### src/rtl/ibex_cap_mem_beats_pkg.sv
// Shared types and sizing for the capability memory beat sequencer.
// The beat count is derived from the capability width so the two cannot drift apart.
package ibex_cap_mem_beats_pkg;

    localparam int CAP_WIDTH      = 93;
    localparam int CAP_SLOT_BYTES = 16;

    function automatic int cap_beats(input int width);
        return (width + 31) / 32;
    endfunction

    localparam int CAP_NUM_BEATS = cap_beats(CAP_WIDTH);

    typedef enum logic [1:0] {
        IDLE,
        REQ,
        WAIT,
        DONE
    } cap_beat_state_e;

endpackage

### src/rtl/ibex_cap_mem_beats.sv
// Splits one capability load/store into 32-bit data-bus beats (beat 0 first) and
// reassembles loads; one outstanding beat at a time, bus outputs from registers only.
module ibex_cap_mem_beats
    import ibex_cap_mem_beats_pkg::*;
#(
    parameter int CapWidth  = CAP_WIDTH,
    parameter int NumBeats  = CAP_NUM_BEATS,
    parameter int SlotBytes = CAP_SLOT_BYTES
) (
    input  logic                clk_i,
    input  logic                rst_ni,
    input  logic                cap_req_i,
    input  logic                cap_we_i,
    input  logic [31:0]         cap_addr_i,
    input  logic [CapWidth-1:0] cap_wdata_i,
    output logic                busy_o,
    output logic                cap_valid_o,
    output logic                cap_err_o,
    output logic [CapWidth-1:0] cap_rdata_o,
    output logic                data_req_o,
    input  logic                data_gnt_i,
    input  logic                data_rvalid_i,
    input  logic                data_err_i,
    output logic                data_we_o,
    output logic [3:0]          data_be_o,
    output logic [31:0]         data_addr_o,
    output logic [31:0]         data_wdata_o,
    input  logic [31:0]         data_rdata_i
);

    localparam int BeatW = (NumBeats > 1) ? $clog2(NumBeats) : 1;
    localparam int PadW  = 32 * NumBeats;
    localparam int OffW  = (SlotBytes > 1) ? $clog2(SlotBytes) : 1;
    localparam logic [BeatW-1:0] LastBeat = BeatW'(NumBeats - 1);

    cap_beat_state_e  state_reg, state_next;
    logic [BeatW-1:0] beat_reg, beat_next;
    logic [31:0]      addr_reg, addr_next;
    logic             we_reg, we_next;
    logic             err_reg, err_next;
    logic [PadW-1:0]  cap_reg, cap_next;

    logic [31:0]      cap_word [NumBeats];
    logic [31:0]      wdata_sel;
    logic             misaligned;

    assign misaligned = |cap_addr_i[OffW-1:0];

    for (genvar gi = 0; gi < NumBeats; gi++) begin : g_word
        assign cap_word[gi] = cap_reg[gi*32 +: 32];
    end

    always_comb begin
        wdata_sel = '0;
        for (int k = 0; k < NumBeats; k++) begin
            if (beat_reg == BeatW'(k)) begin
                wdata_sel = cap_word[k];
            end
        end
    end

    always_comb begin
        state_next = state_reg;
        beat_next  = beat_reg;
        addr_next  = addr_reg;
        we_next    = we_reg;
        err_next   = err_reg;
        cap_next   = cap_reg;

        case (state_reg)
            IDLE: begin
                if (cap_req_i) begin
                    addr_next  = cap_addr_i;
                    we_next    = cap_we_i;
                    beat_next  = '0;
                    // Loads start from zero so a failed load can never leak stale bits.
                    cap_next   = cap_we_i ? PadW'(cap_wdata_i) : '0;
                    err_next   = misaligned;
                    state_next = misaligned ? DONE : REQ;
                end
            end
            REQ: begin
                if (data_gnt_i) begin
                    state_next = WAIT;
                end
            end
            WAIT: begin
                if (data_rvalid_i) begin
                    if (!we_reg) begin
                        for (int k = 0; k < NumBeats; k++) begin
                            if (beat_reg == BeatW'(k)) begin
                                cap_next[k*32 +: 32] = data_rdata_i;
                            end
                        end
                    end
                    if (data_err_i) begin
                        err_next   = 1'b1;
                        state_next = DONE;
                    end else if (beat_reg == LastBeat) begin
                        state_next = DONE;
                    end else begin
                        beat_next  = beat_reg + 1'b1;
                        state_next = REQ;
                    end
                end
            end
            DONE: begin
                state_next = IDLE;
            end
            default: begin
                state_next = IDLE;
            end
        endcase
    end

    always_ff @(posedge clk_i or negedge rst_ni) begin
        if (!rst_ni) begin
            state_reg <= IDLE;
            beat_reg  <= '0;
            addr_reg  <= '0;
            we_reg    <= 1'b0;
            err_reg   <= 1'b0;
            cap_reg   <= '0;
        end else begin
            state_reg <= state_next;
            beat_reg  <= beat_next;
            addr_reg  <= addr_next;
            we_reg    <= we_next;
            err_reg   <= err_next;
            cap_reg   <= cap_next;
        end
    end

    assign busy_o       = (state_reg != IDLE);
    assign cap_valid_o  = (state_reg == DONE);
    assign cap_err_o    = cap_valid_o & err_reg;
    // An errored transfer returns all zeros rather than a partial capability.
    assign cap_rdata_o  = (cap_valid_o && !err_reg && !we_reg) ? cap_reg[CapWidth-1:0] : '0;

    assign data_req_o   = (state_reg == REQ);
    assign data_we_o    = data_req_o & we_reg;
    assign data_be_o    = 4'b1111;
    assign data_addr_o  = data_req_o ? (addr_reg + {{(30-BeatW){1'b0}}, beat_reg, 2'b00}) : '0;
    assign data_wdata_o = data_we_o ? wdata_sel : '0;

endmodule
### config.mk
export PLATFORM = sky130hd
export DESIGN_NAME = ibex_cap_mem_beats
export DESIGN_NICKNAME = d
export VERILOG_FILES = /design/src/rtl/ibex_cap_mem_beats_pkg.sv /design/src/rtl/ibex_cap_mem_beats.sv
export SDC_FILE = /design/constraint.sdc
export NUM_CORES = 1
export LEC_CHECK = 0
export CAP_MARGIN = 15
export CORE_MARGIN = 4
export CORE_UTILIZATION = 40
export DETAILED_ROUTE_END_ITERATION = 16
export HOLD_SLACK_MARGIN = 0.06
export PLACE_DENSITY_LB_ADDON = 0.2
export RECOVER_POWER = 25
export SLEW_MARGIN = 20
export SYNTH_ARGS = -nofsm -noshare
export SYNTH_HDL_FRONTEND = slang
export SYNTH_SLANG_ARGS = --single-unit
### constraint.sdc
create_clock -name clk_i -period 2.4 [get_ports clk_i]
set_input_delay 0.48 -clock clk_i [delete_from_list [all_inputs] [get_ports clk_i]]
set_output_delay 0.48 -clock clk_i [all_outputs]
set_load 0.005 [all_outputs]
# Word-level counts from Yosys, hierarchy flattened
# Index checks and enable logic that the tools add are counted.
# word_totals
regBits	134
latchBits	0
ramBits	0
romBits	0
inputBits	164
out_inout_bits	166
mem_count	0
# classes
n_addsub	2
mul	0
div	0
magnitude_cmp	0
eq_ne	15
shifts	0
mux	30
bitwise_logic	2
reduce_logical	16
# ops
operator	count
$mux W96	3
$mux W32	8
$pmux W96 S2	1
$mux W93	2
$add A32 B4 Y32	1
$mux W2	10
$reduce_and A5 Y1	4
$ne A2 B2 Y1 const B	9
$pmux W2 S4	1
$eq A2 B2 Y1 const B	3
$eq A2 B1 Y1 const B	2
$logic_not A2 Y1	2
$pmux W2 S2	1
$reduce_and A4 Y1	1
$reduce_bool A2 Y1	2
$reduce_or A4 Y1	1
$mux W1	3
$reduce_and A3 Y1	1
$add A2 B1 Y2 const B	1
$and A1 B1 Y1	2
$logic_and A1 B1 Y1	2
$logic_not A1 Y1	2
$ne A2 B1 Y1 const B	1
$pmux W1 S2	1
$reduce_and A2 Y1	1

# Logic depth before layout (Yosys ltp)
# depth
ltp_word	5
mapped_depth	8

# Worst setup path after synthesis
# OpenSTA, ideal clock, no wires.
# synth_timing
path_kind	register to output
from	register beat_reg[0]
to	output data_addr_o[18]
arrival_time_ns	2.076
t_required_ns	1.920
path_slack_ns	-0.156
path_stages_with_launch	8
path_buffers	1
path_cell_list	dfrtp_1 ha_1 fa_1 nand4_1 or3_1 buf_2 or4_1 a21oi_1
# synth_between
elab_chain_len	2
# synth_lines
item	line_no	rtl
from (decl)	ibex_cap_mem_beats.sv:37	logic [BeatW-1:0] beat_reg, beat_next;
from (signal assigned)	ibex_cap_mem_beats.sv:126	beat_reg <= beat_next;
$add A32 B4 Y32	ibex_cap_mem_beats.sv:143	assign data_addr_o = data_req_o ? (addr_reg + {{(30-BeatW){1'b0}}, beat_reg, 2'b00}) : '0;
$mux W32	ibex_cap_mem_beats.sv:143	
to (decl)	ibex_cap_mem_beats.sv:26	output logic [31:0] data_addr_o,
# Every way passes these cells.

# Final worst setup path
# layout_timing
from	register addr_reg[2]
to	output data_addr_o[18]
# layout_between
elab_chain_len	2
# layout_lines
item	line_no	rtl
from (decl)	ibex_cap_mem_beats.sv:38	logic [31:0] addr_reg, addr_next;
from (signal assigned)	ibex_cap_mem_beats.sv:127	addr_reg <= addr_next;
$add A32 B4 Y32	ibex_cap_mem_beats.sv:143	
$mux W32	ibex_cap_mem_beats.sv:143	
# Every way passes these cells.

==> results by group <==
Outcome
  – Status: finished, violations left
  – Failing checks: setup timing

Worst hold path
  – WHS Endpoint: addr_reg[0]$_DFFE_PN0P_
  – Hold Crit Depth: 1
  – Hold crit path type: reg2reg
  – Min-delay src: addr_reg[0]$_DFFE_PN0P_

STA
  – Setup WS post-layout: -0.7188 ns
  – Max-slew headroom: 15.99%
  – Count of final setup violators: 122
  – Final period util: 130.0%
  – Slew Limit Fails: 0
  – Fmax: 320.6 MHz
  – Minimum clock period: 3.119 ns
  – Worst Max-Slew Pin Slew: 1.260 ns
  – Clk_skew: 0.006587 ns
  – RSZ-0062 raised after global routing: true
  – Final Hold Fails: 0

Drt
  – Via density: 5.636
  – Via count: 9508
  – Drt pass-1 iters: 6
  – Post-route ant nets: 0
  – Drt wl/cell: 21.60 um
  – Drt initial violations: 595
  – Routed wire length: 36440 um
  – DRC: 0

Worst setup path
  – Reg-to-reg startpoint: beat_reg[1]$_DFFE_PN0P_
  – Worst Setup SP: addr_reg[2]$_DFFE_PN0P_
  – CP required: 1.92 ns
  – Max FO, Critical Path: 4
  – Crit path kind: reg2out
  – Cells on worst reg2reg path: 15
  – Crit path DAT: 2.64 ns
  – Reg2Reg Setup Slack: 0.02 ns
  – Setup crit end kind: output pin
  – Crit start category: flop
  – RR Endpoint: cap_reg[12]$_DFFE_PN0P_

Finish
  – Max reg flops: 96
  – Filler cells: 1425
  – Area Overhead vs Synth: 80.82%
  – Final Util: 74.43%
  – Nets@finish: 1577
  – Share of post-route cells with drive strength above 1: 39.68%

Power and ir drop
  – Leakage power: 0.006463 uW
  – Maximum vdd drop: 0.7768 mV
  – Pwr Density: 1202 nW/um^2
  – Overall power: 17580 uW

CTS
  – CTS tree: done
  – H-tree lvl count: 4
  – Clk Tree Root Cell: clkbuf_16
  – Clock Latency Late Sink: 0.41 ns
  – TritonCTS Buffers: 17
  – Num Clock Sinks: 134
  – Bufs on Longest Clock Path: 2
  – Clock slew at reported path FFs: 0.06 ns

Synth
  – Ys flop type: dfrtp_1
  – Ys async rst share: 100.0%
  – Post-synthesis cell type count: 49
  – Seq/Total Area, Yosys: 41.45%
  – Cells after Synth: 962
  – Yosys reg bits: 134
  – YS warnings: 0
  – EDFF count, synth: 0
  – Synth Cell Area: 8090 sq um
  – Mean Syn Cell Area: 8.410 sq um

GRT
  – GRT Util Overall: 28.55%
  – Remaining Overflow, GRT: 0
  – Number of global-route vias before repair: 9242
  – Initial antenna violation count: 3
  – Largest net degree at the start of global routing: 53
  – First-pass GRT wire length: 50600 um

Placement
  – Pre-CTS WS: -0.5869 ns
  – Gpl congestion: 0.8272
  – IO buf count: 325
  – DP Wirelength: 21580 um

Die
  – Die X: 150.2 um
  – # rows: 51
  – Die Y: 150.2 um
  – Initial Utilization: 41.16%
  – Ports: 330
  – Core area: 19650 sq um
  – Total die area: 22560 sq um

Job
  – Max-cap violations: 0
## worst max-delay path by stage
stage | to | cells after the start
3_3_place_gp | data_addr_o[18] | 7
2_1_floorplan | data_addr_o[18] | 7
3_5_place_dp | data_addr_o[18] | 7
5_1_grt | data_addr_o[22] | 11
6_report | data_addr_o[18] | 10
4_1_cts | data_addr_o[31] | 9
## cells in the mapped netlist (6+ instances only)
master | n | share of area, %
nand3_1 | 8 | 0.49
clkbuf_1 | 71 | 3.3
a21oi_1 | 169 | 10
inv_1 | 14 | 0.65
o31ai_1 | 8 | 0.74
o21ai_0 | 11 | 0.68
buf_1 | 6 | 0.28
or4_1 | 9 | 0.84
a22oi_1 | 94 | 8.7
mux2_2 | 31 | 4.3
nand2_1 | 50 | 2.3
nor2_1 | 138 | 6.4
nor2b_1 | 6 | 0.46
and2_1 | 99 | 7.7
dfrtp_1 | 134 | 41
nand3b_1 | 29 | 2.7
xnor2_1 | 6 | 0.65
## power by group
part	internal [uW]	switching, uW	total [uW]
Sequential	3450	987	4430
Clock	2030	1040	3070
Combinational	5060	5020	10100
## logic make-up after synthesis
kind of cell | count (synthesis) | share of synthesized area, %
compound gates | 301 | 22.49
xor+xnor | 10 | 1.083
fa+ha+maj | 6 | 1.021
buf+inv | 101 | 5.042
flops | 134 | 41.45
mux | 33 | 4.562
other cells | 1 | 0.04635
simple gates | 376 | 24.31
## per-stage QoR
stage                     instances  TNS (ns)  hold slack (ns)  cell area, sq um
after global placement         1555    -9.804           0.4400             12280
after global routing           1687    -44.30           0.5237             14630
final                          1687    -29.56           0.5116             14630
after detailed placement       1555    -10.77           0.4393             12280
after CTS                      1653    -28.45           0.5110             13720
after floorplan                 965   -0.2061           0.1844              8135
## cells in the final DEF, fill, tap and decap left out, types with 7 or more instances in the layout
cell | netlist | routed
a21oi_1 | 169 | 126
a21oi_2 | 0 | 39
a22oi_1 | 94 | 94
and2_1 | 99 | 34
and2_4 | 0 | 65
buf_12 | 0 | 22
buf_2 | 5 | 60
buf_4 | 4 | 78
buf_6 | 1 | 124
buf_8 | 0 | 11
clkbuf_16 | 0 | 26
clkbuf_2 | 0 | 24
clkdlybuf4s50_1 | 0 | 163
dfrtp_1 | 134 | 134
inv_1 | 14 | 12
mux2_2 | 31 | 31
nand2_1 | 50 | 47
nand3_1 | 8 | 7
nand3b_1 | 29 | 29
nor2_1 | 138 | 138
o21ai_0 | 11 | 10
or4_4 | 1 | 8
## final cells by class
cell class | instances | area, sq um | area share [%]
clock buffers | 20 | 466.7 | 3.190
multi-input cells | 731 | 5081 | 34.73
repair buffers | 509 | 5107 | 34.91
well taps | 265 | 331.6 | 2.267
inverters | 14 | 60.06 | 0.4105
diodes | 3 | 7.507 | 0.05132
clock inverters | 11 | 221.5 | 1.514
flip-flops and latches | 134 | 3353 | 22.92
## what timing repair did
item	CTS	global route
pin swaps	57	70
gates resized for setup	578	353
endpoints found under the setup margin	158	170
cloned	12	10
buffers inserted	57	42
hold buffers	1	0
endpoints found under the hold margin	45	0
## layer usage
metal | share of wire, % | GRT usage (%)
met2 | 50 | 48.46
met1 | 39 | 35.73
met5 | 0 | 0
met4 | 3.0 | 8.509
met3 | 8.3 | 7.646
## worst max-delay path, stage by stage, from the launching register on
cell	delay (ns)
dfrtp_1	0.39
ha_4	0.17
fa_2	0.21
nand4_1	0.16
buf_4	0.20
buf_6	0.11
or3_4	0.42
buf_6	0.14
o31ai_4	0.21
a21oi_2	0.08
buf_2	0.14
(Power assumes the default switching activity.)
